--- src/rtl/axil_master_port.sv ---
`default_nettype none
// ============================================================================
// Module   : axil_master_port
// Brief    : Single-outstanding core request/response to AXI-Lite initiator.
//            Optional AXIL_MASTER_ALIGN_CHECK_EN rejects misaligned requests.
// Revision : 1.0 - initial release
// ============================================================================
module axil_master_port #(
    parameter int ADDR_W = 32,
    parameter int DATA_W = 32
) (
    input  logic                  clock,
    input  logic                  reset,
    // core side
    input  logic                  req_valid,
    output logic                  req_ready,
    input  logic                  req_we,
    input  logic [ADDR_W-1:0]     req_addr,
    input  logic [1:0]            req_size,
    input  logic [DATA_W-1:0]     req_wdata,
    input  logic [DATA_W/8-1:0]   req_wstrb,
    output logic                  rsp_valid,
    input  logic                  rsp_ready,
    output logic [DATA_W-1:0]     rsp_rdata,
    output logic                  rsp_err,
    // AXI-Lite read channels
    output logic [ADDR_W-1:0]     araddr,
    output logic                  arvalid,
    input  logic                  arready,
    input  logic [DATA_W-1:0]     rdata,
    input  logic [1:0]            rresp,
    input  logic                  rvalid,
    output logic                  rready,
    // AXI-Lite write channels
    output logic [ADDR_W-1:0]     awaddr,
    output logic                  awvalid,
    input  logic                  awready,
    output logic [DATA_W-1:0]     wdata,
    output logic [DATA_W/8-1:0]   wstrb,
    output logic                  wvalid,
    input  logic                  wready,
    input  logic [1:0]            bresp,
    input  logic                  bvalid,
    output logic                  bready
);

    localparam int c_strb_w = DATA_W / 8;

    localparam logic [2:0] c_st_idle  = 3'd0;
    localparam logic [2:0] c_st_raddr = 3'd1;
    localparam logic [2:0] c_st_rdata = 3'd2;
    localparam logic [2:0] c_st_wreq  = 3'd3;
    localparam logic [2:0] c_st_wresp = 3'd4;
    localparam logic [2:0] c_st_rsp   = 3'd5;

    logic [2:0]          r_state,     w_state_nxt;
    logic [ADDR_W-1:0]   r_araddr,    w_araddr_nxt;
    logic                r_arvalid,   w_arvalid_nxt;
    logic                r_rready,    w_rready_nxt;
    logic [ADDR_W-1:0]   r_awaddr,    w_awaddr_nxt;
    logic                r_awvalid,   w_awvalid_nxt;
    logic [DATA_W-1:0]   r_wdata,     w_wdata_nxt;
    logic [c_strb_w-1:0] r_wstrb,     w_wstrb_nxt;
    logic                r_wvalid,    w_wvalid_nxt;
    logic                r_bready,    w_bready_nxt;
    logic                r_rsp_valid, w_rsp_valid_nxt;
    logic [DATA_W-1:0]   r_rsp_rdata, w_rsp_rdata_nxt;
    logic                r_rsp_err,   w_rsp_err_nxt;

    logic w_misaligned;
    logic w_aw_done;
    logic w_w_done;

    // Only the error bit of xRESP matters: OKAY and EXOKAY are both success.
    logic w_unused_resp;
    assign w_unused_resp = rresp[0] ^ bresp[0];

`ifdef AXIL_MASTER_ALIGN_CHECK_EN
    always_comb begin
        w_misaligned = 1'b0;
        case (req_size)
            2'd0:    w_misaligned = 1'b0;
            2'd1:    w_misaligned = req_addr[0];
            2'd2:    w_misaligned = (req_addr[1:0] != 2'b00);
            default: w_misaligned = 1'b1;
        endcase
    end
`else
    logic w_unused_size;
    assign w_unused_size = ^req_size;
    assign w_misaligned  = 1'b0;
`endif

    // A channel counts as done once its valid has dropped or is handshaking now.
    assign w_aw_done = ~r_awvalid | awready;
    assign w_w_done  = ~r_wvalid  | wready;

    always_comb begin
        w_state_nxt     = r_state;
        w_araddr_nxt    = r_araddr;
        w_arvalid_nxt   = r_arvalid;
        w_rready_nxt    = r_rready;
        w_awaddr_nxt    = r_awaddr;
        w_awvalid_nxt   = r_awvalid;
        w_wdata_nxt     = r_wdata;
        w_wstrb_nxt     = r_wstrb;
        w_wvalid_nxt    = r_wvalid;
        w_bready_nxt    = r_bready;
        w_rsp_valid_nxt = r_rsp_valid;
        w_rsp_rdata_nxt = r_rsp_rdata;
        w_rsp_err_nxt   = r_rsp_err;

        case (r_state)
            c_st_idle: begin
                if (req_valid) begin
                    if (w_misaligned) begin
                        w_rsp_valid_nxt = 1'b1;
                        w_rsp_err_nxt   = 1'b1;
                        w_rsp_rdata_nxt = '0;
                        w_state_nxt     = c_st_rsp;
                    end else if (req_we) begin
                        w_awaddr_nxt  = req_addr;
                        w_wdata_nxt   = req_wdata;
                        w_wstrb_nxt   = req_wstrb;
                        w_awvalid_nxt = 1'b1;
                        w_wvalid_nxt  = 1'b1;
                        w_state_nxt   = c_st_wreq;
                    end else begin
                        w_araddr_nxt  = req_addr;
                        w_arvalid_nxt = 1'b1;
                        w_state_nxt   = c_st_raddr;
                    end
                end
            end

            c_st_raddr: begin
                if (arready) begin
                    w_arvalid_nxt = 1'b0;
                    w_rready_nxt  = 1'b1;
                    w_state_nxt   = c_st_rdata;
                end
            end

            c_st_rdata: begin
                if (rvalid) begin
                    w_rready_nxt    = 1'b0;
                    w_rsp_valid_nxt = 1'b1;
                    w_rsp_rdata_nxt = rdata;
                    w_rsp_err_nxt   = rresp[1];
                    w_state_nxt     = c_st_rsp;
                end
            end

            c_st_wreq: begin
                if (r_awvalid && awready) begin
                    w_awvalid_nxt = 1'b0;
                end
                if (r_wvalid && wready) begin
                    w_wvalid_nxt = 1'b0;
                end
                if (w_aw_done && w_w_done) begin
                    w_bready_nxt = 1'b1;
                    w_state_nxt  = c_st_wresp;
                end
            end

            c_st_wresp: begin
                if (bvalid) begin
                    w_bready_nxt    = 1'b0;
                    w_rsp_valid_nxt = 1'b1;
                    w_rsp_rdata_nxt = '0;
                    w_rsp_err_nxt   = bresp[1];
                    w_state_nxt     = c_st_rsp;
                end
            end

            c_st_rsp: begin
                // Return every output to zero so IDLE presents a quiet bus.
                if (rsp_ready) begin
                    w_rsp_valid_nxt = 1'b0;
                    w_rsp_err_nxt   = 1'b0;
                    w_rsp_rdata_nxt = '0;
                    w_araddr_nxt    = '0;
                    w_awaddr_nxt    = '0;
                    w_wdata_nxt     = '0;
                    w_wstrb_nxt     = '0;
                    w_state_nxt     = c_st_idle;
                end
            end

            default: begin
                w_state_nxt = c_st_idle;
            end
        endcase
    end

    always_ff @(posedge clock or posedge reset) begin
        if (reset) begin
            r_state     <= c_st_idle;
            r_araddr    <= '0;
            r_arvalid   <= 1'b0;
            r_rready    <= 1'b0;
            r_awaddr    <= '0;
            r_awvalid   <= 1'b0;
            r_wdata     <= '0;
            r_wstrb     <= '0;
            r_wvalid    <= 1'b0;
            r_bready    <= 1'b0;
            r_rsp_valid <= 1'b0;
            r_rsp_rdata <= '0;
            r_rsp_err   <= 1'b0;
        end else begin
            r_state     <= w_state_nxt;
            r_araddr    <= w_araddr_nxt;
            r_arvalid   <= w_arvalid_nxt;
            r_rready    <= w_rready_nxt;
            r_awaddr    <= w_awaddr_nxt;
            r_awvalid   <= w_awvalid_nxt;
            r_wdata     <= w_wdata_nxt;
            r_wstrb     <= w_wstrb_nxt;
            r_wvalid    <= w_wvalid_nxt;
            r_bready    <= w_bready_nxt;
            r_rsp_valid <= w_rsp_valid_nxt;
            r_rsp_rdata <= w_rsp_rdata_nxt;
            r_rsp_err   <= w_rsp_err_nxt;
        end
    end

    assign req_ready = (r_state == c_st_idle);
    assign araddr    = r_araddr;
    assign arvalid   = r_arvalid;
    assign rready    = r_rready;
    assign awaddr    = r_awaddr;
    assign awvalid   = r_awvalid;
    assign wdata     = r_wdata;
    assign wstrb     = r_wstrb;
    assign wvalid    = r_wvalid;
    assign bready    = r_bready;
    assign rsp_valid = r_rsp_valid;
    assign rsp_rdata = r_rsp_rdata;
    assign rsp_err   = r_rsp_err;

endmodule
`default_nettype wire

--- config.mk ---
export PLATFORM = sky130hd
export DESIGN_NAME = axil_master_port
export DESIGN_NICKNAME = d
export VERILOG_FILES = /design/src/rtl/axil_master_port.sv
export SDC_FILE = /design/constraint.sdc
export NUM_CORES = 1
export LEC_CHECK = 0
export ABC_CLOCK_PERIOD_IN_PS = 10800
export CAP_MARGIN = 10
export CORE_MARGIN = 2
export CORE_UTILIZATION = 25
export DETAILED_ROUTE_END_ITERATION = 10
export PLACE_DENSITY = 0.63
export SLEW_MARGIN = 40
export SYNTH_ARGS = -nofsm -noshare
export SYNTH_HDL_FRONTEND = slang
export SYNTH_SLANG_ARGS = --single-unit
--- constraint.sdc ---
create_clock -name clock -period 10.8 [get_ports clock]
set_input_delay 2.7 -clock clock [delete_from_list [all_inputs] [get_ports clock]]
set_output_delay 2.7 -clock clock [all_outputs]
set_load 0.01 [all_outputs]
* Word-level counts from Yosys, hierarchy flattened *
Cells that the tools add are included.

storage, ports and cells
  bits in writable memories = 0
  memories = 0
  input bits = 116
  bits in latches = 0
  ROM bits = 0
  register bits after elaboration = 142

operators by class
  add/sub/neg operators = 0
  reductions and logical operators = 19
  bitwise operators = 4
  multiply operators = 0
  shift operators = 0
  multiplexer cells = 48
  div/mod/pow operators = 0
  equal/unequal tests = 15
  $lt $le $gt $ge = 0

operators by type and width
  cell                                                                      count
  32-bit 2-to-1 mux                                                         9
  32-bit case mux with 2 select lines                                       3
  32-bit case mux with 3 select lines                                       1
  4-bit AND reduction                                                       6
  3-bit 2-to-1 mux                                                          6
  2-bit inequality test (second input constant)                             9
  3-bit case mux with 6 select lines                                        1
  1-bit 2-to-1 mux                                                          16
  4-bit 2-to-1 mux                                                          3
  1-bit case mux with 2 select lines                                        5
  2-bit nonzero test                                                        5
  4-bit case mux with 2 select lines                                        1
  3-bit by 2-bit equality test with 1-bit output (second input constant)    2
  3-bit equality test (second input constant)                               2
  1-bit case mux with 3 select lines                                        2
  3-bit AND reduction                                                       2
  6-bit AND reduction                                                       1
  3-bit by 1-bit equality test with 1-bit output (second input constant)    1
  1-bit logical AND                                                         3
  3-bit zero test                                                           1
  3-bit nonzero test                                                        1
  2-bit 2-to-1 mux                                                          1
  2-bit by 1-bit inequality test with 1-bit output (second input constant)  1
  1-bit inverter                                                            2
  1-bit OR                                                                  2

* Longest topological paths before layout *
  depth in word-level cells = 5
  depth in mapped cells = 8

* Worst setup path before layout *
No wires, ideal clock.

  path type = input-to-reg
  start = input req_we
  end = register r_araddr[1], in the netlist araddr[1]
  path buffers = 2
  setup slack = 6,954 ps
  stages = 6
  arrival time = 3,724 ps
  cells stage by stage = or4b_1 a21o_1 buf_6 buf_6 nand2_1 o21ai_1

between the ends
  cells in the longest elaborated chain, start to end = 2

ends and longest elaborated chain
  element                                 line  RTL
  start: declaration                      17    input logic req_we,
  2-bit inequality test (no source line)  --
  4-bit AND reduction (no source line)    --
  end signal: assignment                  214   r_araddr <= w_araddr_nxt;
  end: declaration                        57    logic [ADDR_W-1:0] r_araddr, w_araddr_nxt;

Every way passes these cells.
A chain may end at the register's enable or synchronous reset.

* Final worst setup path *
  start = register r_state[0]
  end = output req_ready

between the ends
  cells in the longest elaborated chain, start to end = 1

ends and longest elaborated chain
  element                   line  RTL
  start: declaration        56    logic [2:0] r_state, w_state_nxt;
  start signal: assignment  199   r_state <= c_st_idle;
  start signal: assignment  213   r_state <= w_state_nxt;
  3-bit zero test           229   assign req_ready = (r_state == c_st_idle);
  end: declaration          16    output logic req_ready,

Every way passes these cells.

==> flow_summary.json <==
{
  "syn-num-nets": 658,
  "post-route-util": 0.4001,
  "end_kind": "output pin",
  "rows": 55,
  "p_clk_frac": 0.220,
  "r2r_setup_slack_ns": 8.25,
  "area_delta_synth_final_pct": 58.06,
  "cts_setup_buffers": 0,
  "dr.pass1.iters": 4,
  "fin_setup_tns_ns": 0,
  "grt_pass1_wl_um": 25990,
  "synth-seq-cells": 142,
  "cts_resized": 0,
  "worstRegToRegCells": 4,
  "power_density_nw_per_um2": 294.1,
  "grt_max_degree": 80,
  "grt_pass1_vias": 4778,
  "synth_seq_area_share": 0.6239,
  "critPathRequiredTime_ns": 8.10,
  "gp_congestion": 0.7092,
  "tightest_slew_ns": 0.6905,
  "regToRegEndpoint": "wdata[3]$_DFFE_PP0P_",
  "yosysWarningCount": 0,
  "start_util": 0.2531,
  "clk_path_buf_depth": 2,
  "synth_ff_type": "dfrtp_1",
  "crit_path_start_kind": "flip-flop",
  "ant_nets": 0,
  "die_x_um": 154.9,
  "cts_made_buffers": 17,
  "overflow": 0,
  "io_buffers": 251,
  "synthDistinctLibCells": 34,
  "skew_ns": 0.006460,
  "antenna_found_initial": 1,
  "cts_tree": "yes",
  "fin_crit_ns": 4.623,
  "switchingPower_mw": 0.9050,
  "coreArea_um2": 22500,
  "maxCapViolations": 0,
  "maxSlewViolCount": 0,
  "clock_sinks": 142,
  "layout_commonest_cell": "clkdlybuf4s50_1",
  "pwr-share-comb": 0.435,
  "fillers": 2202,
  "holdWs_ns": 0.4756,
  "final_cells": 1073,
  "drc": 0,
  "setup_viol": 0,
  "crit_arrival_ns": 1.92,
  "clk_pin_slew_ns": 0.06,
  "synth.top_cells.by_area": "dfrtp_1 (62%), nand2_1 (12%), o21ai_0 (6.3%), a32o_1 (5.6%), o21ai_2 (4.2%)",
  "htreeDepth": 4,
  "yosysTopAreaCell": "dfrtp_1",
  "synthesis.instances": 542,
  "drt-initial-drc-count": 214,
  "drt_wl_total_um": 16230,
  "vdd_drop_max_mv": 0.1324,
  "chipHeight_um": 154.9,
  "fmaxAchievable_mhz": 216.3,
  "insertion_delay_ns": 0.41,
  "diodes": 0,
  "boundaryPins": 256,
  "place_hpwl_um": 10780,
  "multi_input_area_um2": 1908,
  "critical_path_class": "flip-flop to output pin",
  "synth.avg_cell_area_um2": 10.51,
  "final_nets": 892,
  "status": "completed",
  "min_period_over_period": 0.4280,
  "whs_path_depth": 2,
  "worstPathMaxFanout": 17,
  "syn-cell-area_um2": 5695,
  "p_seq_frac": 0.345,
  "p_leak_nw": 3.993,
  "r2r-start": "r_state[0]$_DFFE_PP0P_",
  "synthArstFlopShare": 1.000,
  "synth_top_cell_area_share": 0.6239,
  "dpl.cell_count": 1042,
  "synth_edf_count": 0,
  "mostFrequentLayoutCells": "clkdlybuf4s50_1 (251), nand2_1 (177), dfrtp_1 (142), o21ai_0 (72), a32o_1 (32)",
  "hold_violations": 0,
  "rsz0062_at_grt": "false",
  "wl_per_cell_um": 15.12,
  "intPower_mw": 1.743,
  "max_slew_margin": 0.5397,
  "min_to": "araddr[29]$_DFFE_PP0P_",
  "via_per_inst": 4.441,
  "swShare": 0.3418,
  "layout.area.seq_um2": 3553,
  "cts-root-buf": "clkbuf_16",
  "dieArea_um2": 24000,
  "layout-drive-gt1-share": 0.09010,
  "grt.total_usage": 0.1373,
  "hold_buffers": 0,
  "hold_start": "araddr[29]$_DFFE_PP0P_",
  "num_vias": 4765,
  "hold_path.class": "flip-flop to flip-flop"
}
==> power groups by stage <==
stage	sequential (mW)	combinational [mW]	clock, mW
floorplan	1.02	0.442	0
global placement	0.912	1.16	0
detailed placement	0.925	1.17	0
CTS	0.918	1.17	0.604
global route	0.948	1.26	0.628
finish	0.914	1.15	0.582
==> cells by family (layout without fill, tap and decap cells) <==
family                 after synthesis  after routing  synth area share
AO/OA/AOI/OAI                      153            153            0.1865
buffers and inverters               48            294           0.04416
flip-flops                         142            142            0.6239
multiplexers                         4              4          0.007250
AND/OR/NAND/NOR                    195            195            0.1382
==> final cells by class <==
type                       instances  area share
inverter                           5    0.002641
timing repair buffer             258      0.2862
clock inverter                    10     0.01265
clock buffer                      21     0.05226
sequential                       142      0.3947
tap                              285     0.03961
multi-input combinational        352      0.2120
==> metrics by stage <==
| stage | instance area [um^2] | power (mW) | worst slack, ns |
|---|---|---|---|
| floorplan | 5695 | 1.458 | 4.290 |
| CTS | 8995 | 2.692 | 6.125 |
| global placement | 8407 | 2.071 | 5.827 |
| finish | 9002 | 2.648 | 6.177 |
| detailed placement | 8411 | 2.091 | 5.801 |
| global route | 9002 | 2.838 | 6.056 |
==> worst max-delay path by stage <==
stage | start | end | cells after the start
detailed placement | req_we | wdata[3]$_DFFE_PP0P_ | 5
finish | r_state[0]$_DFFE_PP0P_ | req_ready | 2
CTS | r_state[0]$_DFFE_PP0P_ | req_ready | 2
global route | req_we | wdata[4]$_DFFE_PP0P_ | 5
global placement | req_we | wdata[2]$_DFFE_PP0P_ | 5
floorplan | reset | araddr[0]$_DFFE_PP0P_ | 1
==> routing by layer <==
layer / vias up / routed length [um] / GRT usage
met5: - / 0 / 0
met4: 0 / 197 / 0.03924
met3: 12 / 1411 / 0.05905
met2: 186 / 7433 / 0.2123
met1: 2235 / 7187 / 0.1757
li1: 2332 / - / -
==> synth_stat cells (2+ instances only) <==
| cell | count |
|---|---|
| a21o_1 | 2 |
| a21oi_1 | 6 |
| a22oi_1 | 2 |
| a32o_1 | 32 |
| buf_2 | 9 |
| buf_6 | 8 |
| clkbuf_1 | 26 |
| dfrtp_1 | 142 |
| inv_1 | 5 |
| mux2i_1 | 3 |
| nand2_1 | 178 |
| nand2b_1 | 2 |
| nor2_1 | 2 |
| nor2b_1 | 4 |
| o21ai_0 | 72 |
| o21ai_1 | 5 |
| o21ai_2 | 27 |
==> flip-flops by register name, indices dropped and copies added (netlist names) <==
name,cells
awvalid,1
wdata,32
wvalid,1
araddr,32
awaddr,32
r_state,3
bready,1
rsp_rdata,32
rsp_valid,1
rsp_err,1
wstrb,4
rready,1
arvalid,1
==> critical path, cell delays in order (launching register included) <==
cell and delay (ns):
dfrtp_1 0.60, nor3_1 0.32, clkdlybuf4s50_1 0.60
(Power assumes the default switching activity.)
